File: src/rtl/fifo_burst_writer.sv
// fifo_burst_writer: drains a FWFT FIFO into memory as bus bursts of at most maxBurstLength beats.
// Ports: clock/reset (sync, active-high); start/startAddress/wordCount command; fifoEmpty/fifoPopData/fifoPop FIFO pop side;
// busRequest/busGrant arbitration; busBeginTransaction/busAddress/busBurstSize address phase; busDataValid/busData/busBusy beats;
// busError slave error; busEndTransaction burst end; busy/done/error status.
// FIFO_BURST_WRITER_STATS_EN adds saturating statWords/statStalls counters.
module fifo_burst_writer #(
  parameter int bitWidth = 32,
  parameter int maxBurstLength = 16
) (
  input  logic                clock,
  input  logic                reset,
  input  logic                start,
  input  logic [31:0]         startAddress,
  input  logic [15:0]         wordCount,
  input  logic                fifoEmpty,
  input  logic [bitWidth-1:0] fifoPopData,
  output logic                fifoPop,
  output logic                busRequest,
  input  logic                busGrant,
  output logic                busBeginTransaction,
  output logic [31:0]         busAddress,
  output logic [7:0]          busBurstSize,
  output logic                busDataValid,
  output logic [bitWidth-1:0] busData,
  input  logic                busBusy,
  input  logic                busError,
  output logic                busEndTransaction,
  output logic                busy,
  output logic                done,
  output logic                error
`ifdef FIFO_BURST_WRITER_STATS_EN
  ,
  output logic [31:0]         statWords,
  output logic [31:0]         statStalls
`endif
);
  typedef enum logic [2:0] {ST_IDLE, ST_REQ, ST_BEGIN, ST_DATA, ST_END, ST_ABORT} state_t;
  localparam logic [8:0] max_len = 9'(maxBurstLength);
  state_t state, state_n;
  logic [31:0] addr;
  logic [15:0] remaining;
  logic [8:0] burst_len, burst_n, beats;
  logic in_data, beat, last_beat, final_burst;
  assign in_data = state == ST_DATA;
  assign busDataValid = in_data && !fifoEmpty;
  // an erroring cycle never consumes the FIFO head
  assign beat = busDataValid && !busBusy && !busError;
  assign fifoPop = beat;
  assign busData = in_data ? fifoPopData : '0;
  assign busBeginTransaction = state == ST_BEGIN;
  assign busEndTransaction = state == ST_END || state == ST_ABORT;
  assign last_beat = beat && beats == burst_len - 9'd1;
  assign final_burst = remaining == 16'(burst_len);
  assign burst_n = remaining < 16'(maxBurstLength) ? remaining[8:0] : max_len;
  always_ff @(posedge clock) begin
    state <= reset ? ST_IDLE : state_n;
  end
  always_comb begin
    state_n = state;
    unique case (state)
      ST_IDLE:  state_n = start && wordCount != '0 ? ST_REQ : ST_IDLE;
      ST_REQ:   state_n = busGrant ? ST_BEGIN : ST_REQ;
      ST_BEGIN: state_n = busError ? ST_ABORT : ST_DATA;
      ST_DATA:  state_n = busError ? ST_ABORT : last_beat ? ST_END : ST_DATA;
      ST_END:   state_n = final_burst ? ST_IDLE : ST_REQ;
      ST_ABORT: state_n = ST_IDLE;
      default:  state_n = ST_IDLE;
    endcase
  end
  always_ff @(posedge clock) begin
    if (reset) begin
      addr <= '0;
      remaining <= '0;
      burst_len <= '0;
      beats <= '0;
      busRequest <= 1'b0;
      busAddress <= '0;
      busBurstSize <= '0;
      busy <= 1'b0;
      done <= 1'b0;
      error <= 1'b0;
    end else begin
      busRequest <= state_n == ST_REQ;
      done <= 1'b0;
      if (state == ST_IDLE && start) begin
        if (wordCount == '0) done <= 1'b1;
        else begin
          addr <= startAddress & ~32'h3;
          remaining <= wordCount;
          error <= 1'b0;
          busy <= 1'b1;
        end
      end
      // address phase values are registered so they are stable throughout BEGIN
      if (state == ST_REQ && busGrant) begin
        busAddress <= addr;
        busBurstSize <= 8'(burst_n - 9'd1);
        burst_len <= burst_n;
        beats <= '0;
      end
      if (beat) beats <= beats + 9'd1;
      if (state == ST_END) begin
        addr <= addr + {21'd0, burst_len, 2'b00};
        remaining <= remaining - 16'(burst_len);
        if (final_burst) begin
          busy <= 1'b0;
          done <= 1'b1;
        end
      end
      if (state == ST_ABORT) begin
        error <= 1'b1;
        busy <= 1'b0;
      end
    end
  end
`ifdef FIFO_BURST_WRITER_STATS_EN
  always_ff @(posedge clock) begin
    if (reset) begin
      statWords <= '0;
      statStalls <= '0;
    end else begin
      if (beat && statWords != '1) statWords <= statWords + 32'd1;
      if (in_data && (fifoEmpty || busBusy) && statStalls != '1) statStalls <= statStalls + 32'd1;
    end
  end
`endif
endmodule

File: config.mk
export PLATFORM = sky130hd
export DESIGN_NAME = fifo_burst_writer
export DESIGN_NICKNAME = d
export VERILOG_FILES = /design/src/rtl/fifo_burst_writer.sv
export SDC_FILE = /design/constraint.sdc
export NUM_CORES = 1
export LEC_CHECK = 0
export ABC_CLOCK_PERIOD_IN_PS = 7550
export BUFFER_PORTS_ARGS = -buffer_cell sky130_fd_sc_hd__buf_2
export CORE_MARGIN = 2
export CORE_UTILIZATION = 53
export DETAILED_ROUTE_END_ITERATION = 6
export PLACE_DENSITY = 0.81
export SETUP_SLACK_MARGIN = 0.4
export SYNTH_ARGS = -nofsm -noshare
export SYNTH_HDL_FRONTEND = slang
export SYNTH_SLANG_ARGS = --single-unit
File: constraint.sdc
create_clock -name clock -period 7.55 [get_ports clock]
set_input_delay 0.3775 -clock clock [delete_from_list [all_inputs] [get_ports clock]]
set_output_delay 0.3775 -clock clock [all_outputs]
set_load 0.01 [all_outputs]
==> flow_metrics.py <==
metrics = {
    "floorplan": {
        "die_y_um": 111,
        "ios": 167,
        "initial_core_util_pct": 55.0,
        "die_area_mm2": 0.0123,
        "core_area_mm2": 0.0110,
        "row_count": 38,
        "chipWidth_um": 111,
    },
    "setup_path": {
        "path_class": "register to register",
        "cp_num_cells": 8,
        "cp.buffers_inverters": 1,
        "endpoint_kind": "register",
        "worst_r2r_path_depth": 8,
        "r2r_slack_ps": 4610,
        "startpoint_type": "register",
        "required_ps": 7740,
        "cpMaxStageDelayCell": "o41ai_1",
        "crit_arrival_ps": 3130,
        "cp_top_family": "compound AO/OA/AOI/OAI gates",
        "critPathMaxStageDelay_ps": 580,
        "crit_chain": "inv_1 > ha_1 > nor2b_1 > o31a_1 > o41ai_1 > nand3_1 > o311ai_0 > a31oi_1",
        "path_max_fanout": 7,
    },
    "yosys": {
        "synthTopCellsByArea": "dfxtp_1 (36%), nand2_1 (7.8%), a21oi_1 (6.0%)",
        "synthCells": 760,
        "synth_edf_count": 0,
        "yosysTopAreaCellShare_pct": 36.1,
        "yosysSeqAreaShare_pct": 36.1,
        "async_flop_share_pct": 0,
        "postSynthAreaPerCell_um2": 7.95,
        "synth_area_mm2": 0.00604,
        "synth_cell_types": 73,
        "synth_warnings": 0,
        "ys.flop_type": "dfxtp_1",
        "yosys_register_bits": 109,
        "synth_top_area_cell": "dfxtp_1",
    },
    "final_layout": {
        "final_cell_mix": "buf_2 (162), nand2_1 (126), dfxtp_1 (109)",
        "post_layout_nonfiller_instances": 1040,
        "layout_commonest_cell": "buf_2",
        "drive_above_1_share_pct": 22.4,
        "antenna_cells": 0,
        "postLayoutCoreUtil_pct": 65.6,
        "area_growth_pct": 19.2,
        "register_area_mm2": 0.00218,
        "fin_area_mm2": 0.00720,
        "multi_input_area_mm2": 0.00363,
        "num-nets-final": 1005,
        "n_fill_cell": 988,
    },
    "clocking": {
        "cts_resized": 0,
        "cts_tree": "built",
        "post_cts_buffers": 0,
        "cts.sinks": 109,
        "cts_made_buffers": 9,
        "cts_hold_buf": 0,
        "clock_latency_ps": 350,
        "cts_root_buf": "clkbuf_16",
        "h-tree-depth": 3,
        "clockBufferDepth": 2,
        "clkTransAtPathRegs_ps": 80,
    },
    "route": {
        "drt-total-wl_um": 16800,
        "wl_per_cell_um": 16.1,
        "dr.pass1.iters": 7,
        "drc": 0,
        "viasPerCell": 5.93,
        "ant_nets": 0,
        "vias": 6166,
        "drt_iter0_drc": 508,
    },
    "sta": {
        "slew_headroom_pct": 30.1,
        "tightest_slew_ps": 1050,
        "period_needed_ps": 2940,
        "max_freq_mhz": 340,
        "finalSetupViolCount": 0,
        "rsz0062_at_grt": "no",
        "finalHoldViolations": 0,
        "timing.final.crit_share_pct": 39.0,
        "finalClockSkew_ps": 9.23,
        "setup_tns_ps": 0,
        "maxSlewViolCount": 0,
    },
    "placement": {
        "dpl.hpwl_um": 11900,
        "place_area_mm2": 0.00692,
        "io_buffers": 162,
        "gp_routability_congestion": 0.944,
        "place_inst": 1024,
    },
    "grt": {
        "gr-total-overflow": 0,
        "grt_pass1_vias": 5616,
        "grtUsageTotal_pct": 26.6,
        "antenna_found_initial": 0,
        "grt_max_degree": 99,
        "grt_pass1_wl_um": 27200,
    },
    "power": {
        "p_leak_nw": 2.95,
        "seqPwrFrac_pct": 47.2,
        "power_switching_share_pct": 30.5,
        "comb_power_share_pct": 19.4,
        "internal_power_w": 0.000951,
        "clockPowerShare_pct": 33.4,
        "netSwitchingPower_w": 0.000418,
        "ir_drop_mv": 0.106,
        "power.density_mw_per_mm2": 190,
    },
    "job": {
        "cap_violations": 0,
    },
    "min_path": {
        "worstHoldPathCells": 3,
        "hp-class": "input port to register",
    },
    "run_status": {
        "outcome": "completed",
    },
}
[routing by layer]
metal  GRT usage [%]  wire [um]
met3            4.32       1340
met2            44.7       7780
met1            34.7       7210
met4            9.58        441
met5               0          0
[area by class of cell]
type	count	area share (%)
clock inverters	6	0.643
flip-flops and latches	109	30.3
inverters	18	0.938
clock buffers	10	3.32
repair buffers	169	12.0
well taps	140	2.43
multi-input cells	588	50.4
[worst register-to-register path: stages (launching register included)]
cell      delay, ps
dfxtp_1         530
inv_1           210
ha_1            330
nor2b_1         140
o31a_1          290
o41ai_1         580
nand3_1         230
o311ai_0        330
a31oi_1         130
[metrics by stage]
stage / total power, W / setup WS (ps) / hold WS, ps
6_report: 0.00137 / 4610 / 280
5_1_grt: 0.00143 / 4300 / 280
4_1_cts: 0.00136 / 4600 / 268
3_5_place_dp: 0.000919 / 4630 / 443
3_3_place_gp: 0.000914 / 4700 / 440
2_1_floorplan: 0.000834 / 5140 / 440
[synth_stat cells, types with 7 or more instances]
master    instances
and3_1            9
nor2b_1          13
xnor2_1          19
inv_1            17
a22oi_1           7
nor2_1           36
nor4_1           12
nand4_1           8
clkbuf_1         38
o211ai_1          8
nand3_1          25
a211oi_1         11
dfxtp_1         109
or3_1             8
nand2_1         126
xor2_1            8
nand2b_1          9
o21ai_0          20
a31oi_1          19
a21oi_1          73
nor3_1           18
and2_1           36
a311oi_1         11
ha_1             21
[final timing paths]
check,start,to
worst max-delay path,burst_len[1]$_SDFFE_PP0P_,remaining[11]$_SDFFE_PP0P_
worst min-delay path,wordCount[9],remaining[9]$_SDFFE_PP0P_
worst max register to register,burst_len[1]$_SDFFE_PP0P_,remaining[11]$_SDFFE_PP0P_
worst min register to register,busAddress[7]$_SDFFE_PP0P_,busAddress[7]$_SDFFE_PP0P_
[cell families after synthesis]
family	share of synthesized area, %
AO/OA/AOI/OAI	22.9
XOR/XNOR	3.91
adder cells (fa/ha/maj)	5.01
buffers and inverters	4.18
flip-flops	36.1
multiplexers	0.166
other	0.0621
AND/OR/NAND/NOR	27.6
[power by group through the flow]
stage / registers (W) / logic, W / clock network [W]
6_report: 0.000646 / 0.000266 / 0.000457
3_3_place_gp: 0.000657 / 0.000257 / 0
5_1_grt: 0.000651 / 0.000293 / 0.000485
4_1_cts: 0.000644 / 0.000264 / 0.000457
2_1_floorplan: 0.000650 / 0.000184 / 0
3_5_place_dp: 0.000657 / 0.000262 / 0
[state kept, by name, summed over array words and instances (netlist names)]
register,count
done,1
burst_len,9
error,1
beats,9
busy,1
addr,30
busBurstSize,8
busRequest,1
busAddress,30
state,3
remaining,16
(Power assumes the default switching activity.)
